## config.mk

```make
export PLATFORM = sky130hd
export DESIGN_NAME = hcms_29xx_rx
export DESIGN_NICKNAME = d
export VERILOG_FILES = /design/src/rtl/hcms_29xx_pkg.sv /design/src/rtl/hcms_29xx_rx_sync.sv /design/src/rtl/hcms_29xx_rx.sv
export SDC_FILE = /design/constraint.sdc
export NUM_CORES = 1
export LEC_CHECK = 0
export ABC_AREA = 1
export BUFFER_PORTS_ARGS = -buffer_cell sky130_fd_sc_hd__buf_4
export CELL_PAD_IN_SITES_DETAIL_PLACEMENT = 0
export CELL_PAD_IN_SITES_GLOBAL_PLACEMENT = 1
export CORE_MARGIN = 3
export CORE_UTILIZATION = 51
export CTS_CLUSTER_SIZE = 40
export DETAILED_ROUTE_END_ITERATION = 8
export MAX_ROUTING_LAYER = met4
export PLACE_DENSITY_LB_ADDON = 0.1
export SYNTH_ARGS = -nofsm -noshare
export SYNTH_HDL_FRONTEND = slang
export SYNTH_SLANG_ARGS = --single-unit
```

## constraint.sdc

```tcl
create_clock -name CLK_i -period 3.5 [get_ports CLK_i]
set_clock_uncertainty 0.1 [all_clocks]
set_input_delay 0.525 -clock CLK_i [delete_from_list [all_inputs] [get_ports CLK_i]]
set_output_delay 0.525 -clock CLK_i [all_outputs]
set_load 0.01 [all_outputs]
```

## src/rtl/hcms_29xx_pkg.sv

```systemverilog
// Shared types and constants for the HCMS-29xx display-side receiver.
package hcms_29xx_pkg;

  localparam int unsigned DEF_NUM_COLS = 20;

  // Control word 0 layout
  localparam int unsigned CTRL0_W         = 7;
  localparam int unsigned CTRL0_PWM_LSB   = 0;
  localparam int unsigned CTRL0_PWM_W     = 4;
  localparam int unsigned CTRL0_PEAK_LSB  = 4;
  localparam int unsigned CTRL0_PEAK_W    = 2;
  localparam int unsigned CTRL0_SLEEP_BIT = 6;

  // Control word 1 layout and the bit that selects word 0 vs word 1
  localparam int unsigned CTRL1_W            = 2;
  localparam int unsigned CTRL1_SIMUL_BIT    = 0;
  localparam int unsigned CTRL1_PRESCALE_BIT = 1;
  localparam int unsigned CTRL_SEL_BIT       = 7;

  typedef enum logic [1:0] {
    ST_IDLE   = 2'd0,
    ST_SHIFT  = 2'd1,
    ST_CTRL   = 2'd2,
    ST_COMMIT = 2'd3
  } state_e;

  // Assemble a control word 0 from its fields
  function automatic logic [CTRL0_W-1:0] ctrl0_pack(input logic [CTRL0_PWM_W-1:0]  pwm,
                                                    input logic [CTRL0_PEAK_W-1:0] peak,
                                                    input logic                    sleep_n);
    logic [CTRL0_W-1:0] w;
    w = '0;
    w[CTRL0_PWM_LSB +: CTRL0_PWM_W]   = pwm;
    w[CTRL0_PEAK_LSB +: CTRL0_PEAK_W] = peak;
    w[CTRL0_SLEEP_BIT]                = sleep_n;
    return w;
  endfunction

  // Power-up state of the display: brightness 12, awake, lowest peak current
  localparam logic [CTRL0_W-1:0] CTRL0_RST = ctrl0_pack(4'd12, 2'd0, 1'b1);

endpackage

```

## src/rtl/hcms_29xx_rx_sync.sv

```systemverilog
// Multi-flop synchronizer with edge pulses; level_o is the sample the pulses refer to.
module hcms_29xx_sync #(
  parameter int unsigned WIDTH   = 1,
  parameter int unsigned STAGES  = 2,
  parameter bit          FALL_EN = 1'b1
) (
  input  logic             clk_i,
  input  logic             rst_n_i,
  input  logic [WIDTH-1:0] d_i,
  output logic [WIDTH-1:0] level_o,
  output logic [WIDTH-1:0] rise_c_o,
  output logic [WIDTH-1:0] fall_c_o
);

  logic [WIDTH-1:0] sync_q [STAGES];
  logic [WIDTH-1:0] prev_q;

  // Synchronizer chain plus one history flop for edge detection
  always_ff @(posedge clk_i or negedge rst_n_i) begin
    if (!rst_n_i) begin
      for (int i = 0; i < int'(STAGES); i++) sync_q[i] <= '0;
      prev_q <= '0;
    end else begin
      sync_q[0] <= d_i;
      for (int i = 1; i < int'(STAGES); i++) sync_q[i] <= sync_q[i-1];
      prev_q <= sync_q[STAGES-1];
    end
  end

  assign level_o  = sync_q[STAGES-1];
  assign rise_c_o = sync_q[STAGES-1] & ~prev_q;

  generate
    if (FALL_EN) begin : g_fall
      assign fall_c_o = ~sync_q[STAGES-1] & prev_q;
    end else begin : g_no_fall
      assign fall_c_o = '0;
    end
  endgenerate

endmodule

```

## src/rtl/hcms_29xx_rx.sv

```systemverilog
// HCMS-29xx display-side receiver: emulates the dot shift register and control
// registers, streaming latched columns out one per cycle.
// Optional: define HCMS_RX_DOUT_EN to drive DOUT_o as a cascade output.
module hcms_29xx_rx
  import hcms_29xx_pkg::*;
#(
  parameter int unsigned NUM_COLS    = DEF_NUM_COLS,
  parameter int unsigned SYNC_STAGES = 2
) (
  input  logic               CLK_i,
  input  logic               RST_N_i,
  input  logic               SCLK_i,
  input  logic               DIN_i,
  input  logic               RS_i,
  input  logic               CE_N_i,
  output logic               DOT_WR_o,
  output logic [4:0]         DOT_ADDR_o,
  output logic [7:0]         DOT_DATA_o,
  output logic [CTRL0_W-1:0] CTRL0_o,
  output logic [CTRL1_W-1:0] CTRL1_o,
  output logic               BUSY_o,
  output logic               FRAME_ERR_o,
  output logic               DOUT_o
);

  localparam int unsigned NB    = NUM_COLS * 8;
  localparam int unsigned CNT_W = $clog2(NB + 1);
  localparam int unsigned COL_W = (NUM_COLS > 1) ? $clog2(NUM_COLS) : 1;
  localparam logic [CNT_W-1:0] CNT_MAX  = CNT_W'(NB);
  localparam logic [COL_W-1:0] COL_LAST = COL_W'(NUM_COLS - 1);

`ifdef HCMS_RX_DOUT_EN
  localparam bit SCLK_FALL_EN = 1'b1;
`else
  localparam bit SCLK_FALL_EN = 1'b0;
`endif

  // Synchronized inputs; DIN rides with SCLK so it is sampled at the same instant
  logic [1:0] sd_lvl, sd_rise, sd_fall;
  logic       cen_lvl, cen_rise, cen_fall;
  logic       rs_lvl, rs_rise, rs_fall;
  logic       sclk_rise, din_s;

  hcms_29xx_sync #(.WIDTH(2), .STAGES(SYNC_STAGES), .FALL_EN(SCLK_FALL_EN)) u_sync_sclk (
    .clk_i   (CLK_i),
    .rst_n_i (RST_N_i),
    .d_i     ({SCLK_i, DIN_i}),
    .level_o (sd_lvl),
    .rise_c_o(sd_rise),
    .fall_c_o(sd_fall)
  );

  hcms_29xx_sync #(.WIDTH(1), .STAGES(SYNC_STAGES), .FALL_EN(1'b1)) u_sync_cen (
    .clk_i   (CLK_i),
    .rst_n_i (RST_N_i),
    .d_i     (CE_N_i),
    .level_o (cen_lvl),
    .rise_c_o(cen_rise),
    .fall_c_o(cen_fall)
  );

  hcms_29xx_sync #(.WIDTH(1), .STAGES(SYNC_STAGES), .FALL_EN(1'b0)) u_sync_rs (
    .clk_i   (CLK_i),
    .rst_n_i (RST_N_i),
    .d_i     (RS_i),
    .level_o (rs_lvl),
    .rise_c_o(rs_rise),
    .fall_c_o(rs_fall)
  );

  assign sclk_rise = sd_rise[1];
  assign din_s     = sd_lvl[0];

  logic unused_sync;
  assign unused_sync = ^{sd_lvl[1], sd_rise[0], sd_fall, cen_lvl, rs_rise, rs_fall};

  state_e             state_q, state_d;
  logic               rs_q, rs_d;
  logic               pend_q, pend_d;
  logic [CNT_W-1:0]   bit_cnt_q, bit_cnt_d;
  logic [NB-1:0]      shreg_q, shreg_d;
  logic [NB-1:0]      latch_q, latch_d;
  logic [COL_W-1:0]   col_q, col_d;
  logic               dot_wr_q, dot_wr_d;
  logic [4:0]         dot_addr_q, dot_addr_d;
  logic [7:0]         dot_data_q, dot_data_d;
  logic [CTRL0_W-1:0] ctrl0_q, ctrl0_d;
  logic [CTRL1_W-1:0] ctrl1_q, ctrl1_d;
  logic               busy_q, busy_d;
  logic               ferr_q, ferr_d;

  // State register
  always_ff @(posedge CLK_i or negedge RST_N_i) begin
    if (!RST_N_i) state_q <= ST_IDLE;
    else          state_q <= state_d;
  end

  // Next-state logic
  always_comb begin
    state_d = state_q;
    case (state_q)
      ST_IDLE:   if (cen_fall || pend_q) state_d = ST_SHIFT;
      ST_SHIFT:  if (cen_rise) state_d = rs_q ? ST_CTRL : ST_COMMIT;
      ST_CTRL:   state_d = ST_IDLE;
      ST_COMMIT: if (col_q == COL_LAST) state_d = ST_IDLE;
      default:   state_d = ST_IDLE;
    endcase
  end

  // Datapath and output next values
  always_comb begin
    rs_d       = rs_q;
    pend_d     = pend_q;
    bit_cnt_d  = bit_cnt_q;
    shreg_d    = shreg_q;
    latch_d    = latch_q;
    col_d      = col_q;
    dot_wr_d   = 1'b0;
    dot_addr_d = dot_addr_q;
    dot_data_d = dot_data_q;
    ctrl0_d    = ctrl0_q;
    ctrl1_d    = ctrl1_q;
    busy_d     = 1'b0;
    ferr_d     = 1'b0;
    case (state_q)
      ST_IDLE: begin
        if (cen_fall || pend_q) begin
          rs_d      = rs_lvl;
          bit_cnt_d = '0;
          pend_d    = 1'b0;
        end
      end
      ST_SHIFT: begin
        // Shift first so a bit coincident with the CE_N rise is included
        if (sclk_rise) begin
          shreg_d = {shreg_q[NB-2:0], din_s};
          if (bit_cnt_q != CNT_MAX) bit_cnt_d = bit_cnt_q + CNT_W'(1);
        end
        if (cen_rise && !rs_q) begin
          latch_d = shreg_d;
          col_d   = '0;
        end
      end
      ST_CTRL: begin
        if (cen_fall) pend_d = 1'b1;
        if (bit_cnt_q < CNT_W'(8)) begin
          ferr_d = 1'b1;
        end else if (shreg_q[CTRL_SEL_BIT]) begin
          ctrl1_d[CTRL1_SIMUL_BIT]    = shreg_q[CTRL1_SIMUL_BIT];
          ctrl1_d[CTRL1_PRESCALE_BIT] = shreg_q[CTRL1_PRESCALE_BIT];
        end else begin
          ctrl0_d = shreg_q[CTRL0_W-1:0];
        end
      end
      ST_COMMIT: begin
        // Oldest byte sits at the top of the latch; shift it out column by column
        if (cen_fall) pend_d = 1'b1;
        dot_wr_d   = 1'b1;
        busy_d     = 1'b1;
        dot_addr_d = 5'(col_q);
        dot_data_d = latch_q[NB-1 -: 8];
        latch_d    = latch_q << 8;
        col_d      = (col_q == COL_LAST) ? '0 : col_q + COL_W'(1);
        if (sclk_rise) ferr_d = 1'b1;
        if ((col_q == '0) && ((bit_cnt_q == '0) || (bit_cnt_q[2:0] != 3'd0))) ferr_d = 1'b1;
      end
      default: ;
    endcase
  end

  // Datapath and output registers
  always_ff @(posedge CLK_i or negedge RST_N_i) begin
    if (!RST_N_i) begin
      rs_q       <= 1'b0;
      pend_q     <= 1'b0;
      bit_cnt_q  <= '0;
      shreg_q    <= '0;
      latch_q    <= '0;
      col_q      <= '0;
      dot_wr_q   <= 1'b0;
      dot_addr_q <= '0;
      dot_data_q <= '0;
      ctrl0_q    <= CTRL0_RST;
      ctrl1_q    <= '0;
      busy_q     <= 1'b0;
      ferr_q     <= 1'b0;
    end else begin
      rs_q       <= rs_d;
      pend_q     <= pend_d;
      bit_cnt_q  <= bit_cnt_d;
      shreg_q    <= shreg_d;
      latch_q    <= latch_d;
      col_q      <= col_d;
      dot_wr_q   <= dot_wr_d;
      dot_addr_q <= dot_addr_d;
      dot_data_q <= dot_data_d;
      ctrl0_q    <= ctrl0_d;
      ctrl1_q    <= ctrl1_d;
      busy_q     <= busy_d;
      ferr_q     <= ferr_d;
    end
  end

  assign DOT_WR_o    = dot_wr_q;
  assign DOT_ADDR_o  = dot_addr_q;
  assign DOT_DATA_o  = dot_data_q;
  assign CTRL0_o     = ctrl0_q;
  assign CTRL1_o     = ctrl1_q;
  assign BUSY_o      = busy_q;
  assign FRAME_ERR_o = ferr_q;

`ifdef HCMS_RX_DOUT_EN
  logic dout_q;

  // Cascade output: register MSB on each SCLK fall
  always_ff @(posedge CLK_i or negedge RST_N_i) begin
    if (!RST_N_i)        dout_q <= 1'b0;
    else if (sd_fall[1]) dout_q <= shreg_q[NB-1];
  end

  assign DOUT_o = dout_q;
`else
  assign DOUT_o = 1'b0;
`endif

endmodule

```

Word-level counts from Yosys, hierarchy flattened
Index checks and enable logic that the tools add are counted.
Widths: inputs -> output; s select.
Operators by class
  add/sub/neg operators: 2
  multiply operators: 0
  divide/modulo/power cells: 0
  $lt $le $gt $ge: 1
  equality and inequality tests: 12
  shift operators: 0
  muxes and demuxes: 23
  bitwise logic cells: 8
  reduce and logical (&&, ||, !) cells: 20
Operator list (number)
  $mux 160: 2
  $pmux 160 s2: 1
  $mux 8: 3
  $pmux 8 s2: 1
  $ne 2x2->1 const B: 6
  $reduce_and 3->1: 4
  $mux 5: 2
  $pmux 5 s2: 1
  $add 8x1->8 const B: 1
  $logic_not 8->1: 1
  $lt 8x4->1 const B: 1
  $ne 8x8->1 const B: 1
  $pmux 2 s4: 1
  $mux 1: 7
  $mux 2: 3
  $reduce_bool 2->1: 3
  $add 5x1->5 const B: 1
  $eq 5x5->1 const B: 1
  $logic_not 5->1: 1
  $eq 2x2->1 const B: 2
  $not 1->1: 4
  $pmux 1 s2: 2
  $reduce_and 2->1: 2
  $reduce_and 4->1: 1
  other kinds (11): 14
Storage, ports and cells
  register bits after elaboration: 372
  latch bits: 0
  bits in writable memories: 0
  ROM bits: 0
  input port bits: 6
  output and inout port bits: 26
  logic and storage cells: 87
  memories: 0

Logic depth before layout (Yosys ltp)
  depth after elaboration: 5
  mapped depth: 9
  depth with buffers taken out: 9

Hierarchy
A second synthesis with hierarchy kept.
Second synthesis, totals
  cell total of the unflattened synthesis: 2148
  area total of the unflattened synthesis: 17030.1 µm²
Modules (own cells, without submodules)
  hcms_29xx_rx: instances 1, cells an instance 2119, area each 16639.7 µm², sequential area each 9037.4 µm²
  hcms_29xx_sync at u_sync_sclk: instances 1, cells an instance 15, area each 203.9 µm², sequential area each 150.1 µm²
  hcms_29xx_sync at u_sync_rs: instances 1, cells an instance 7, area each 96.3 µm², sequential area each 75.1 µm²
  hcms_29xx_sync at u_sync_cen: instances 1, cells an instance 7, area each 90.1 µm², sequential area each 75.1 µm²

Least setup slack after synthesis
OpenSTA, ideal clock, no wires.
  path kind: register to register
  start: register state_q[1]
  end: register latch_q[120]
  setup time: 68 ps
  arrival: 1391 ps
  required time: 3332 ps
  path slack: 1940 ps
  stages on the path, launching flop included: 8
  path buffers: 2
  period minus slack after synthesis: 1560 ps
  path through: dfrtp_1 > inv_2 > nand2_1 > nor3_2 > buf_4 > buf_2 > nand2_1 > nand3_1
Between the ends
  longest elaborated chain between the ends: 3
  elaborated cells between the ends (all ways): 6
  those cells by class: eq/ne (3); mux (1); reduce/logical (2)
Ends and longest elaborated chain
  start: declaration: RTL line hcms_29xx_rx.sv:77  | state_e state_q, state_d;
  start signal: assignment: RTL line hcms_29xx_rx.sv:95  | else state_q <= state_d;
  $eq 2x1->1 or $eq 2x2->1 (tied branches): RTL line hcms_29xx_rx.sv:125  | case (state_q)
  $ne 2x2->1 (no source line) or $reduce_bool 2->1 (tied branches)
  $reduce_and 2->1 (no source line)
  end signal: assignment: RTL line hcms_29xx_rx.sv:192  | latch_q <= latch_d;
  end: declaration: RTL line hcms_29xx_rx.sv:82  | logic [NB-1:0] latch_q, latch_d;
Several ways; a longest one is shown, not always the timed one.
A chain may end at the register's enable or synchronous reset.

Final worst setup path
  start: register state_q[0]
  end: register shreg_q[12]
Between the ends
  longest elaborated chain between the ends: 1
Ends and longest elaborated chain
  $eq 2x1->1: RTL line hcms_29xx_rx.sv:125
  end signal: assignment: RTL line hcms_29xx_rx.sv:191  | shreg_q <= shreg_d;
  end: declaration: RTL line hcms_29xx_rx.sv:81  | logic [NB-1:0] shreg_q, shreg_d;
Every way passes these cells.

==> metrics <==
Mapped Nets 2,050; Max Slew Vio Count 0; number of vias per cell 5.229; I/O Buffers 30; buffer and inverter count on the worst path 3; Fmax 447.2 MHz; largest net degree at the start of global routing 214; largest family of logic cells by synthesized area simple AND/OR/NAND/NOR gates; clk_lat worst skew 0.52 ns; final setup fails 0; critical path required time 3.76 ns; Root Driver clkbuf_16; Overflow after GRT 0; sequential fraction of the synthesis area 56.06%; number of antenna violations at the first check in global routing 0; WP data arrival 2.50 ns; multiplexer share of the synthesized area 0%; max incr delay on CP 0.47 ns; DP HPWL 21,200 um; Final Cycle Share 63.90%; Synth Area in Simple Gates 23.51%; CTS tree built; die width 186.2 um; core region area 0.03180 mm^2; Area Growth Syn to Fin 11.27%; Post-Route WL 37,520 um; Synth warnings 0; area occupied by multi-input gates 0.006095 mm^2; Synth Area in XOR/XNOR 0.1586%; die area 0.03468 mm^2; GR Util All Layers 22.98%; io pins 32; complex-gate fraction of the synthesized area 12.64%; CP max stage cell inv_2; postcts setup bufs 0; nets@finish 2,019; Max Cap Viol 0; Worst VDD drop 0.5761 mV; Post-synth ARST share 100.0%; CP Max Fanout 32; fill count 2,947; Worst path top cell family by delay buffers and inverters; Adder-Cell Fraction of Synth Area 0.3021%; drt wl/cell 15.18 um; setup TNS 0 ns; number of synthesized register bits 371; first-pass GRT wire length 63,980 um; hold slack final 0.02728 ns; Iter 0 DRT Violations 976; router iterations before antenna repair 6; CP Capture Type flip-flop; Syn Area/Cell 8.121 um^2; Post-Syn Area 0.01657 mm^2; gpl congestion 0.7688; row cnt 65; share of cells above drive strength 1 8.006%; Leakage 8.321 nW; vias in the first global route 12,711; status finished clean; Vert. Die Dim 186.2 um; crit path time final 2.236 ns; RSZ-0062 raised after global routing false; Starting Density 52.10%; CTS Sinks 371; sequential cell area 0.009288 mm^2; Startpoint Class flip-flop; number of synthesized flops with an enable pin 0; worst min path class in -> reg; CTS Buf Count 41; commonest non-fill, non-tap cells in the layout 697 x nand2_1, 368 x dfrtp_1, 328 x o21ai_0; drt drc 0; P per Cell Area 671.6 mW/mm^2; most common cell after layout, fill and taps aside nand2_1; Distinct cells, synth 31; maximum clock insertion buffer count 3; Rel. slew slack 32.93%; final hold violations 0; critical path class reg -> reg; worst path cell trace inv_2 > nor2_4 > nand2_4 > inv_2 > buf_12 > o22ai_1; worst-margin pin slew 1.006 ns; Main synth FF type dfrtp_1; Clock Pin Slew Worst Setup and Hold Paths 0.06 ns; routed via count 12,921; Antenna Violating Nets Remaining 0; cells after synthesis 2,040; H-Tree Depth 2; Ant. Diodes 0; CP dominant cell by count inv_2
==> worst reg2reg max path, delay by kind of cell (launching register included) <==
kind | cells | cell delay, ns
buffers and inverters | 3 | 0.84
and+or+nand+nor | 2 | 0.57
DFF | 1 | 0.44
AOI/OAI and AO/OA | 1 | 0.14
==> routing by layer <==
layer	vias to the layer above	GRT usage (%)	part of all wire, %
met2	198	37.48	47
met5	-	-	0
li1	6435	-	-
met4	0	5.004	1.8
met1	6238	31.55	49
met3	50	2.470	3.0
==> synthesized netlist by cell type (3+ instances only) <==
library cell	instances	share of area [%]
a21oi_1	3	0.091
o21bai_1	6	0.27
nor2_1	96	2.2
nand2_1	701	16
buf_2	46	1.4
clkbuf_1	67	1.5
inv_1	167	3.8
o22ai_1	58	2.2
inv_2	4	0.091
nand3_1	127	3.8
dfstp_2	3	0.48
buf_1	8	0.18
buf_4	6	0.27
dfrtp_1	368	56
ha_1	4	0.30
o21ai_0	328	9.9
or2_2	32	1.2
==> worst paths after layout <==
path / cells past startpoint / endpoint / start / slack [ns]
setup / recovery: 6 / shreg_q[12]$_DFFE_PN0P_ / state_q[0]$_DFFE_PN0P_ / 1.26
hold / removal: 1 / u_sync_cen.sync_q[1]$_DFF_PN0_ / CE_N_i / 0.03
setup reg to reg: 6 / shreg_q[12]$_DFFE_PN0P_ / state_q[0]$_DFFE_PN0P_ / 1.26
hold reg to reg: 0 / u_sync_cen.level_o$_DFF_PN0_ / u_sync_cen.sync_q[1]$_DFF_PN0_ / 0.25
max in group asynchronous: 3 / shreg_q[107]$_DFFE_PN0P_ / RST_N_i / 1.89
min in group asynchronous: 2 / bit_cnt_q[2]$_DFFE_PN0P_ / RST_N_i / 0.48
==> state kept, by name, indices dropped and copies added (netlist names), 5 cells and up <==
signal and flops:
bit_cnt_q 8, col_q 5, latch_q 160, DOT_DATA_o 8, CTRL0_o 7, shreg_q 160
DOT_ADDR_o 5
==> metrics by stage <==
step | worst slack (ns) | power (mW) | cell area (um^2) | cells | util [%]
after floorplan | 1.940 | 7.398 | 16570 | 2040 | -
after CTS | 1.243 | 12.54 | 18430 | 2471 | 57.97
after global placement | 1.306 | 8.246 | 17100 | 2398 | 53.78
after global routing | 1.107 | 13.13 | 18430 | 2471 | 57.97
after detailed placement | 1.248 | 8.316 | 17100 | 2398 | 53.78
final | 1.264 | 12.38 | 18430 | 2471 | 57.97
==> timing repair <==
item | CTS | global route
hold buffers | 3 | 0
resized for setup | 0 | 0
hold endpoints to repair | 79 | 0
==> final cells by class <==
| class | instances | area share (%) |
|---|---|---|
| Clock buffer | 61 | 6.679 |
| Clock inverter | 9 | 0.3801 |
| Inverter | 171 | 3.509 |
| Multi-Input combinational cell | 1370 | 33.06 |
| Sequential cell | 371 | 50.39 |
| Tap cell | 435 | 2.953 |
| Timing Repair Buffer | 54 | 3.027 |
==> where the power goes <==
part           switching (mW)  internal (mW)
clock network            1.69           2.49
registers               0.476           5.11
logic                    1.79          0.833
total                    3.95           8.43
==> cell families after synthesis <==
logic type / count (synthesis)
buf+inv: 299
compound gates: 399
fa+ha+maj: 4
simple gates: 963
other cells: 1
flops: 371
xor+xnor: 3
Power figures use the tool's default switching activity.
